## config.mk

```make
export PLATFORM = sky130hd
export DESIGN_NAME = unified_mem_arbiter
export DESIGN_NICKNAME = d
export VERILOG_FILES = /design/src/rtl/unified_mem_arbiter.sv
export SDC_FILE = /design/constraint.sdc
export NUM_CORES = 1
export LEC_CHECK = 0
export CAP_MARGIN = 10
export CELL_PAD_IN_SITES_DETAIL_PLACEMENT = 1
export CELL_PAD_IN_SITES_GLOBAL_PLACEMENT = 1
export CORE_MARGIN = 2
export CORE_UTILIZATION = 27
export DETAILED_ROUTE_END_ITERATION = 10
export PLACE_DENSITY = 0.81
export RECOVER_POWER = 100
export SYNTH_ARGS = -nofsm -noshare
export SYNTH_HDL_FRONTEND = slang
export SYNTH_SLANG_ARGS = --single-unit
export TNS_END_PERCENT = 1
```

## constraint.sdc

```tcl
create_clock -name CLK -period 1.6 [get_ports CLK]
set_input_delay 0.24 -clock CLK [delete_from_list [all_inputs] [get_ports CLK]]
set_output_delay 0.24 -clock CLK [all_outputs]
set_load 0.03 [all_outputs]
```

## src/rtl/unified_mem_arbiter.sv

```systemverilog
// Shares one busywait-style main-memory port between instruction fetch (I) and data access (D).
// Data wins by default; a starvation counter forces a fetch grant after STARVE_LIMIT data grants.
module unified_mem_arbiter #(
    parameter int ADDR_WIDTH   = 32,
    parameter int DATA_WIDTH   = 32,
    parameter int STARVE_LIMIT = 4
) (
    input  logic                               CLK,
    input  logic                               RESET,
    input  logic                               I_READ,
    input  logic [ADDR_WIDTH-1:0]              I_ADDR,
    output logic [DATA_WIDTH-1:0]              I_READDATA,
    output logic                               I_BUSYWAIT,
    input  logic                               D_READ,
    input  logic                               D_WRITE,
    input  logic [ADDR_WIDTH-1:0]              D_ADDR,
    input  logic [DATA_WIDTH-1:0]              D_WRITEDATA,
    output logic [DATA_WIDTH-1:0]              D_READDATA,
    output logic                               D_BUSYWAIT,
    output logic                               M_READ,
    output logic                               M_WRITE,
    output logic [ADDR_WIDTH-1:0]              M_ADDR,
    output logic [DATA_WIDTH-1:0]              M_WRITEDATA,
    input  logic [DATA_WIDTH-1:0]              M_READDATA,
    input  logic                               M_BUSYWAIT,
    output logic [1:0]                         DBG_STATE,
    output logic [$clog2(STARVE_LIMIT+1)-1:0]  DBG_STARVE_CNT
);

    // Handshake: a requester raises x_READ/x_WRITE with address/data and holds them while
    // x_BUSYWAIT is high; the first cycle with x_BUSYWAIT low is the response cycle
    // (x_READDATA valid), after which the request may be dropped or replaced.

    localparam int CNT_WIDTH = $clog2(STARVE_LIMIT + 1);
    localparam logic [CNT_WIDTH-1:0] LIMIT = CNT_WIDTH'(STARVE_LIMIT);

    typedef enum logic [1:0] {
        IDLE    = 2'd0,
        SERVE_I = 2'd1,
        SERVE_D = 2'd2
    } state_t;

    state_t                 state;
    state_t                 state_next;
    logic [CNT_WIDTH-1:0]   starve_cnt;
    logic                   i_done;
    logic                   d_done;
    logic                   lat_write;
    logic [ADDR_WIDTH-1:0]  lat_addr;
    logic [DATA_WIDTH-1:0]  lat_wdata;
    logic [DATA_WIDTH-1:0]  i_rdata;
    logic [DATA_WIDTH-1:0]  d_rdata;
    logic                   i_elig;
    logic                   d_elig;
    logic                   grant_i;
    logic                   grant_d;
    logic                   i_complete;
    logic                   d_complete;

    // x_DONE masks the held request for the response cycle so it is not served twice.
    assign i_elig = I_READ & ~i_done;
    assign d_elig = (D_READ | D_WRITE) & ~d_done;

    always_comb begin
        state_next = state;
        grant_i    = 1'b0;
        grant_d    = 1'b0;
        case (state)
            IDLE: begin
                if (d_elig && (!i_elig || (starve_cnt < LIMIT))) begin
                    grant_d    = 1'b1;
                    state_next = SERVE_D;
                end else if (i_elig) begin
                    grant_i    = 1'b1;
                    state_next = SERVE_I;
                end
            end
            SERVE_I, SERVE_D: begin
                if (!M_BUSYWAIT) state_next = IDLE;
            end
            default: state_next = IDLE;
        endcase
    end

    always_comb begin
        i_complete = (state == SERVE_I) && !M_BUSYWAIT;
        d_complete = (state == SERVE_D) && !M_BUSYWAIT;
        M_READ     = (state == SERVE_I) || ((state == SERVE_D) && !lat_write);
        M_WRITE    = (state == SERVE_D) && lat_write;
    end

    always_ff @(posedge CLK) begin
        if (RESET) begin
            state      <= IDLE;
            starve_cnt <= '0;
            i_done     <= 1'b0;
            d_done     <= 1'b0;
            lat_write  <= 1'b0;
            lat_addr   <= '0;
            lat_wdata  <= '0;
            i_rdata    <= '0;
            d_rdata    <= '0;
        end else begin
            state  <= state_next;
            i_done <= i_complete;
            d_done <= d_complete;
            // A store wins over a simultaneous load: D_WRITE alone selects the op.
            if (grant_d) begin
                lat_write <= D_WRITE;
                lat_addr  <= D_ADDR;
                lat_wdata <= D_WRITEDATA;
                if (i_elig && (starve_cnt != LIMIT)) starve_cnt <= starve_cnt + 1'b1;
            end
            if (grant_i) begin
                lat_write  <= 1'b0;
                lat_addr   <= I_ADDR;
                starve_cnt <= '0;
            end
            if (i_complete) i_rdata <= M_READDATA;
            if (d_complete && !lat_write) d_rdata <= M_READDATA;
        end
    end

    assign I_BUSYWAIT     = I_READ & ~i_done;
    assign D_BUSYWAIT     = (D_READ | D_WRITE) & ~d_done;
    assign I_READDATA     = i_rdata;
    assign D_READDATA     = d_rdata;
    assign M_ADDR         = lat_addr;
    assign M_WRITEDATA    = lat_wdata;
    assign DBG_STATE      = state;
    assign DBG_STARVE_CNT = starve_cnt;

endmodule

```

==> flow_summary_export.csv, run 1 <==
group,metric,value,unit
die,die_w,140,um
placed_design,placed_area,8140,um^2
logic_synthesis,synth.area.top_cells,"dfxtp_1 (54%), nand2_1 (15%), a21oi_1 (9.9%)",
logic_synthesis,syn_area,5020,um^2
drt,wl,19900,um
worst_setup_path,crit_required,1360,ps
die,core-area,18100,um^2
drt,viasPerCell,4.72,
logic_synthesis,synthFlopType,"dfxtp_1",
global_route,grt_pass1_vias,5430,
placed_design,place_ws,-559,ps
logic_synthesis,ys_seq_area_frac,0.542,
cells_and_area,diodes,0,
clock_network,path_clk_slew,60,ps
worst_setup_path,critPathCaptureType,"output pin",
sta,drv_slew,0,
clock_network,cts_sinks,136,
sta,slew_headroom,0.543,
global_route,grt_max_degree,61,
cells_and_area,finish.utilization,0.488,
worst_hold_path,holdCritPathClass,"in2reg",
clock_network,cts_hold_buf,0,
sta,tns,-7.33,ps
logic_synthesis,synthCells,585,
global_route,gr-usage-all-layers,0.196,
sta,fmax,623,MHz
status,outcome,"finished with violations",
cells_and_area,multi_input_area,2150,um^2
clock_network,cts_made_buffers,17,
sta,grt_setup_unrepaired,"true",
die,die_area,19700,um^2
logic_synthesis,synth_edf_count,0,
die,start_util,0.278,
die,fp.dieH,140,um
drt,drt-initial-drc-count,204,
status,violations,"setup timing",
cells_and_area,syn_to_final_growth,75.7,%
drt,num_vias,5246,
worst_setup_path,critPathArrivalTime,1370,ps
global_route,grt_pass1_wl,30300,um
cells_and_area,nets,1008,
sta,fin_worst_skew,6.94,ps
sta,worstMarginPinSlew,685,ps
global_route,grt_overflow_total,0,
sta,fin_ws,-6.26,ps
drt,drc,0,
sta,hold_violations,0,
sta,setup_viol,2,
cells_and_area,final_cell_area,8820,um^2
logic_synthesis,synth_top_area_cell,"dfxtp_1",
logic_synthesis,ys_types,31,
clock_network,cts.htree.levels,4,
worst_setup_path,crit_fanout,3,
logic_synthesis,syn-num-nets,724,
global_route,antenna_found_initial,0,
sta,period_minus_slack,1610,ps
clock_network,cts_tree,"built",
placed_design,place_congestion,0.795,
clock_network,cts_root_buffer,"clkbuf_16",
clock_network,clockBufferDepth,2,
logic_synthesis,avgSynthCellArea,8.58,um^2
placed_design,dp_hpwl,13500,um
logic_synthesis,netlist.area_leader.share,0.542,
pwr,power_leakage,3.90,nW
sta,post-route-period-util,1.00,
logic_synthesis,synth-seq-cells,136,
drt,drt_first_pass_iters,4,
cells_and_area,regArea,2730,um^2
clock_network,clock_latency,420,ps
cells_and_area,nFillCells,2105,
die,boundaryPins,271,
run,cap_violations,0,
cells_and_area,drive_gt1_frac,0.112,
logic_synthesis,yosys_warnings,0,
drt,wl_per_cell,17.9,um
die,num_rows,49,
drt,ant_nets,0,
placed_design,port_buffers,270,
logic_synthesis,async_flop_share,0,
worst_setup_path,setup.worst_path.class,"reg2out",
worst_setup_path,start_kind,"register",
pwr,power.density,1240,nW/um^2
pwr,peakVddDrop,0.000724,V
[cell usage in the layout (no fill, tap or decap), types with 4 or more instances in the layout]
cell type	instances
buf_6	6
bufinv_16	4
buf_4	23
nand2_1	196
dlygate4sd2_1	132
clkdlybuf4s50_1	130
nor2_1	8
a21oi_1	98
clkbuf_16	19
a221o_1	32
dfxtp_1	134
and2_1	32
buf_12	10
inv_6	4
[cells by family after synthesis]
group                      after synthesis  synth area share
buffers and inverters                   50            0.0496
DFF                                    136             0.542
AOI/OAI and AO/OA                      136             0.172
muxes                                    1           0.00199
and+or+nand+nor                        257             0.222
adders and majority gates                5            0.0125
[final cells by class]
class	count	share of cell area
flip-flops and latches	136	0.309
inverters	7	0.00326
well taps	229	0.0325
clock inverters	15	0.0245
multi-input cells	400	0.244
clock buffers	17	0.0482
repair buffers	307	0.339
[registers in the layout (all words and copies together), names as in the netlist]
register,count
DBG_STARVE_CNT,3
DBG_STATE,2
lat_write,1
M_WRITEDATA,32
M_ADDR,32
d_done,1
I_READDATA,32
i_done,1
D_READDATA,32
[worst paths after layout]
path / from / endpoint / slack, ps / depth (start not counted)
hold reg to reg: I_READDATA[12] / I_READDATA[12] / 450 / 2
setup reg to reg: DBG_STATE[0] / M_ADDR[15] / 0 / 8
setup / recovery: DBG_STATE[0] / M_WRITE / -6 / 5
hold / removal: D_WRITEDATA[30] / M_WRITEDATA[30] / 370 / 3
[synth_stat cells, types with 3 or more instances]
cell      instances
dfxtp_1         136
a221o_1          32
a21oi_1          99
and2_1           33
buf_2            13
clkbuf_1         19
nand2_1         196
nor2_1           11
nand2b_1          4
buf_6             3
inv_1             6
ha_1              5
buf_4             6
[per-stage QoR]
step / cells / total power, mW / hold WS (ps)
6_report: 1111 / 10.9 / 369
5_1_grt: 1111 / 11.4 / 360
4_1_cts: 1105 / 10.9 / 344
3_5_place_dp: 1072 / 6.72 / 450
3_3_place_gp: 1072 / 6.67 / 441
2_1_floorplan: 585 / 5.33 / 316
[report_power, final]
| group | total (mW) | internal (mW) | switching [mW] |
|---|---|---|---|
| Clock | 4.34 | 2.66 | 1.69 |
| Combinational | 2.73 | 1.17 | 1.56 |
| Sequential | 3.87 | 3.70 | 0.169 |
| Total | 10.9 | 7.53 | 3.41 |
[critical path, cell delays in order, from the launching register on]
cell,delay (ps)
dfxtp_2,330
inv_2,50
buf_6,110
ha_4,160
and2_4,160
buf_12,130
[per-layer routing]
metal | part of all wire | vias to the layer above | GRT usage
li1 | - | 2521 | -
met1 | 0.40 | 2494 | 0.223
met2 | 0.49 | 210 | 0.332
met3 | 0.097 | 21 | 0.0930
met4 | 0.013 | 0 | 0.0489
met5 | 0 | - | 0
[repair_timing]
item,in CTS,in global routing
gates resized for setup,142,22
pin swaps,14,4
endpoints found under the setup margin,171,104
cloned,1,3
endpoints found under the hold margin,0,0
buffers inserted,0,3
No activity file was read; power rests on OpenSTA's default activity.
==> run 2, diff against run 1 <==
--- a/config.mk
+++ b/config.mk
@@ -11,6 +11,8 @@
 export CORE_MARGIN = 2
 export CORE_UTILIZATION = 27
 export DETAILED_ROUTE_END_ITERATION = 10
+export GPL_ROUTABILITY_DRIVEN = 0
+export GPL_TIMING_DRIVEN = 0
 export PLACE_DENSITY = 0.81
 export RECOVER_POWER = 100
 export SYNTH_ARGS = -nofsm -noshare
==> run 2 against run 1 <==
Effect of this change:
- the run still ends with setup timing left
- global-route usage decreased by 0.21 points
- critical endpoint is now M_ADDR[30]
- largest cell class unchanged
- fmax is essentially flat
- non-clock buffer count is 6 higher
- final area fell by 2.8%
- first-iteration DRC count decreased by 17%
- count of clock-buffer cells in the layout up 2
- setup slack got worse by 1.1 ps
- die area is the same
==> flow_summary_export.csv, run 2 (synthesis gave the netlist of run 1 again) <==
group,metric,value,unit
status,outcome,"finished with violations",
status,violations,"setup timing",
worst_setup_path,critPathCaptureType,"register",
cells_and_area,final_cell_area,8580,um^2
sta,fin_ws,-7.38,ps
sta,slew_headroom,0.561,
cells_and_area,drive_gt1_frac,0.104,
sta,drv_slew,0,
cells_and_area,final_common_cell,"nand2_1",
worst_setup_path,setup.worst_path.class,"reg2reg",
cells_and_area,nFillCells,2142,
pwr,power_leakage,3.81,nW
global_route,gr-usage-all-layers,0.194,
placed_design,port_buffers,269,
cells_and_area,nets,1013,
global_route,antenna_found_initial,0,
drt,drc,0,
worst_setup_path,ff2ff_setup_slack,-7,ps
global_route,met3_usage,0.0817,
cells_and_area,diodes,0,
worst_setup_path,crit_required,1890,ps
worst_setup_path,start_kind,"register",
sta,tns,-7.38,ps
worst_setup_path,critPathArrivalTime,1900,ps
pwr,swShare,0.315,
clock_network,clockBufferDepth,2,
sta,fmax,622,MHz
global_route,grt_overflow_total,0,
global_route,grt_max_degree,17,
global_route,grt_pass1_vias,5223,
run,cap_violations,0,
cells_and_area,stdcell_count,1116,
die,boundaryPins,271,
clock_network,cts.htree.levels,4,
sta,grt_setup_unrepaired,"true",
sta,hold_slack,368,ps
sta,hold_violations,0,
drt,drt-initial-drc-count,169,
die,core-area,18100,um^2
sta,period_minus_slack,1610,ps
placed_design,placed_area,8000,um^2
placed_design,place_ws,-398,ps
die,die_w,140,um
die,die_area,19700,um^2
sta,post-route-period-util,1.00,
placed_design,dp_hpwl,14700,um
pwr,pwr-share-seq,0.374,
sta,fin_worst_skew,9.08,ps
drt,wl_per_cell,17.8,um
pwr,power.density,1210,nW/um^2
drt,viasPerCell,4.69,
die,fp.dieH,140,um
global_route,met2_usage,0.343,
worst_setup_path,reg2reg_depth,8,
global_route,grtUsageMet1,0.217,
drt,num_vias,5230,
die,num_rows,49,
drt,wl,19800,um
pwr,switchingPower,3.26,mW
worst_setup_path,crit-reg2reg-launch,"DBG_STATE[0]",
cells_and_area,final_cell_mix,"nand2_1 (196), dfxtp_1 (133), dlygate4sd2_1 (133)",
clock_network,cts_tree,"built",
worst_setup_path,rr_endpoint,"M_ADDR[30]",
worst_hold_path,holdPathStages,3,
pwr,pwr-share-comb,0.246,
worst_hold_path,min_from,"D_WRITEDATA[31]",
drt,ant_nets,0,
drt,drt_first_pass_iters,4,
pwr,p_int,7.10,mW
clock_network,cts_sinks,136,
worst_hold_path,holdCritPathClass,"in2reg",
global_route,grt_pass1_wl,29600,um
placed_design,dp_cells,1083,
pwr,total_power,10.4,mW
clock_network,clock_latency,420,ps
clock_network,path_clk_slew,60,ps
global_route,grt_busiest_layer,"met2",
die,start_util,0.278,
pwr,peakVddDrop,0.000728,V
cells_and_area,finish.utilization,0.474,
sta,setup_viol,1,
sta,worstMarginPinSlew,659,ps
cells_and_area,syn_to_final_growth,70.8,%
pwr,power_frac_clock,0.380,
clock_network,cts_made_buffers,17,
worst_setup_path,crit_fanout,10,
clock_network,cts_root_buffer,"clkbuf_16",
worst_hold_path,holdPathEnd,"M_WRITEDATA[31]",
-- run 2: cell types whose count changed in the layout (fill, tap and decap cells not counted), moves of 5 or more --
cell / before / now
and2_4: 1 / 6
clkbuf_4: 0 / 5
and2_1: 32 / 27
buf_2: 0 / 8
buf_4: 23 / 14
buf_12: 10 / 1
clkbuf_1: 0 / 11
-- run 2: routing by layer --
layer	up-vias	share of wire
li1	2523	-
met1	2489	0.41
met2	205	0.49
met3	13	0.092
met4	0	0.0091
met5	-	0
-- run 2: how the worst max path moves through the flow --
stage / start / end / slack [ps] / depth (start not counted)
after floorplan: DBG_STATE[0] / M_ADDR[10] / 30 / 7
after global placement: D_WRITE / D_BUSYWAIT / -350 / 4
after detailed placement: RESET / I_READDATA[28] / -400 / 4
after CTS: DBG_STATE[0] / M_ADDR[30] / -110 / 7
after global routing: DBG_STATE[0] / M_ADDR[30] / -50 / 8
final: DBG_STATE[0] / M_ADDR[30] / -7 / 8
-- run 2: final cells by class --
class                           instances  area, um^2  area share
Inverter                                7        31.3     0.00365
Clock buffer                           19         443      0.0516
Clock inverter                         13         143      0.0166
Multi-Input combinational cell        399        2130       0.248
Buffer                                 42         263      0.0306
Timing Repair Buffer                  271        2550       0.298
Sequential cell                       136        2730       0.319
Tap cell                              229         287      0.0334
-- run 2: power by group through the flow --
stage                     sequential [mW]  clock (mW)  combinational (mW)
final                                3.88        3.94                2.55
after global routing                 3.91        4.19                2.73
after CTS                            3.87        4.03                2.49
after detailed placement             3.96           0                2.66
after global placement               3.94           0                2.64
after floorplan                      4.53           0               0.804
-- run 2: repair_timing --
item                       4_1_cts  5_1_grt
resized for setup              170       48
pin swaps                        1        3
hold buffers                     0        0
gates cloned                     0        1
setup endpoints to repair      257      122
buffers inserted                 0        1
-- run 2: critical path, stage by stage, from the launching register on --
cell and delay [ps]:
dfxtp_4 390, inv_4 50, ha_4 190, nand2b_4 100
nor3b_4 50, buf_12 140, buf_8 130, and2_1 160
a221o_1 270
==> run 3, diff against run 2 <==
--- a/config.mk
+++ b/config.mk
@@ -8,6 +8,7 @@
 export CAP_MARGIN = 10
 export CELL_PAD_IN_SITES_DETAIL_PLACEMENT = 1
 export CELL_PAD_IN_SITES_GLOBAL_PLACEMENT = 1
+export CORE_ASPECT_RATIO = 1.4
 export CORE_MARGIN = 2
 export CORE_UTILIZATION = 27
 export DETAILED_ROUTE_END_ITERATION = 10
==> run 3 against run 2 <==
Effect of this change:
- die area about the same
- critical path type is now in2out
- sequential share of layout area shrank 0.36 points
- largest power group unchanged
- clock power rose by 9.6%
- critical path depth fell by 4
- register-to-register slack better by 30 ps
- sequential cell count unchanged
- critical endpoint is now D_BUSYWAIT
- the run now ends clean
==> flow_summary_export.csv, run 3 (synthesis gave the netlist of run 1 again) <==
group,metric,value,unit
status,outcome,"finished, final reports clean",
drt,drt-initial-drc-count,159,
global_route,grt_overflow_total,0,
clock_network,cts_hold_buf,0,
global_route,met3_usage,0.0680,
clock_network,cts_made_buffers,17,
worst_setup_path,critPathSlowestCell,"clkdlybuf4s50_1",
drt,drc,0,
cells_and_area,nFillCells,2161,
pwr,power.density,1240,nW/um^2
global_route,grt_max_degree,17,
worst_setup_path,start_kind,"input pin",
cells_and_area,nets,1017,
die,die_area,19700,um^2
pwr,p_int,7.61,mW
global_route,grtUsageMet1,0.191,
sta,tns,0,ps
drt,ant_nets,0,
cells_and_area,final_common_cell,"nand2_1",
drt,viasPerCell,4.58,
sta,drv_slew,0,
worst_setup_path,crit_required,1360,ps
clock_network,cts.htree.levels,4,
placed_design,place_ws,-493,ps
global_route,gr-usage-all-layers,0.191,
sta,hold_violations,0,
placed_design,placed_area,8020,um^2
pwr,peakVddDrop,0.000622,V
sta,post-route-period-util,0.997,
sta,grt_setup_unrepaired,"true",
worst_setup_path,crit_fanout,5,
die,num_rows,59,
drt,wl_per_cell,16.9,um
die,core-area,18400,um^2
pwr,pwr-share-seq,0.360,
worst_setup_path,crit-reg2reg-launch,"DBG_STATE[0]",
global_route,grt_pass1_vias,5536,
clock_network,path_clk_slew,60,ps
drt,drt_first_pass_iters,4,
global_route,grt_pass1_wl,29400,um
pwr,switchingPower,3.15,mW
drt,wl,19200,um
sta,period_minus_slack,1600,ps
clock_network,clock_latency,410,ps
sta,worstMarginPinSlew,630,ps
sta,fmax,627,MHz
worst_setup_path,cp_cell_sequence,"clkdlybuf4s50_1, o21bai_4, inv_2, clkdlybuf4s15_2",
pwr,total_power,10.8,mW
clock_network,cts_root_buffer,"clkbuf_16",
global_route,met2_usage,0.361,
cells_and_area,final_cell_mix,"nand2_1 (196), dfxtp_1 (133), dlygate4sd2_1 (133)",
placed_design,port_buffers,269,
worst_setup_path,setup.worst_path.class,"in2out",
worst_setup_path,crit_start,"D_WRITE",
worst_setup_path,ff2ff_setup_slack,20,ps
cells_and_area,syn_to_final_growth,72.6,%
sta,setup_viol,0,
run,cap_violations,0,
die,die_w,119,um
global_route,grt_busiest_layer,"met2",
die,fp.dieH,165,um
cells_and_area,final_cell_area,8670,um^2
worst_setup_path,critPathCaptureType,"output pin",
pwr,swShare,0.292,
sta,fin_ws,4.02,ps
worst_setup_path,critPathArrivalTime,1360,ps
cells_and_area,diodes,0,
pwr,pwr-share-comb,0.238,
sta,fin_worst_skew,7.61,ps
drt,num_vias,5197,
clock_network,cts_tree,"built",
sta,slew_headroom,0.580,
clock_network,clockBufferDepth,2,
die,boundaryPins,271,
placed_design,dp_hpwl,14700,um
worst_setup_path,max_stage_delay,470,ps
cells_and_area,drive_gt1_frac,0.0988,
worst_hold_path,min_from,"D_WRITEDATA[11]",
worst_hold_path,holdCritPathClass,"in2reg",
clock_network,cts_sinks,136,
die,start_util,0.273,
global_route,antenna_found_initial,0,
pwr,power_leakage,3.85,nW
pwr,power_frac_clock,0.402,
## run 3: cell type report
| type | count | area [um^2] | area share |
|---|---|---|---|
| buffer | 41 | 274 | 0.0316 |
| clock buffer | 21 | 460 | 0.0531 |
| clock inverter | 11 | 195 | 0.0225 |
| inverter | 7 | 26.3 | 0.00303 |
| multi-input combinational | 399 | 2100 | 0.242 |
| sequential | 136 | 2730 | 0.315 |
| tap | 244 | 305 | 0.0352 |
| timing repair buffer | 276 | 2580 | 0.298 |
## run 3: metrics by stage
step | hold WS [ps] | instances | util
final | 376 | 1135 | 0.471
after global routing | 379 | 1135 | 0.471
after CTS | 357 | 1130 | 0.463
after detailed placement | 446 | 1098 | 0.436
after global placement | 441 | 1098 | 0.436
after floorplan | 316 | 585 | -
## run 3: path summary, 6_finish.rpt
path	depth (start not counted)	end
worst max-delay path	4	D_BUSYWAIT
worst max register to register	8	M_ADDR[31]
worst min-delay path	3	M_WRITEDATA[11]
worst min register to register	2	I_READDATA[23]
## run 3: critical path, delay by kind of cell
| kind | cells | cell delay (ps) |
|---|---|---|
| buffers and inverters | 3 | 870 |
| AOI/OAI and AO/OA | 1 | 240 |
## run 3: repair_timing
action | CTS | global route
endpoints found under the hold margin | 0 | 0
pin swaps | 1 | 2
gates cloned | 0 | 2
gates resized for setup | 159 | 53
endpoints found under the setup margin | 257 | 130
buffers inserted | 0 | 5
## run 3: per-layer routing
layer	up-vias	part of all wire
met5	-	0
met4	0	0.025
met3	34	0.081
met2	196	0.53
met1	2433	0.36
li1	2534	-
## run 3: power groups by stage
stage | combinational [mW] | sequential, mW | clock (mW)
2_1_floorplan | 0.804 | 4.53 | 0
3_5_place_dp | 2.67 | 3.95 | 0
3_3_place_gp | 2.63 | 3.93 | 0
6_report | 2.56 | 3.87 | 4.32
5_1_grt | 2.76 | 3.91 | 4.60
4_1_cts | 2.48 | 3.87 | 4.44
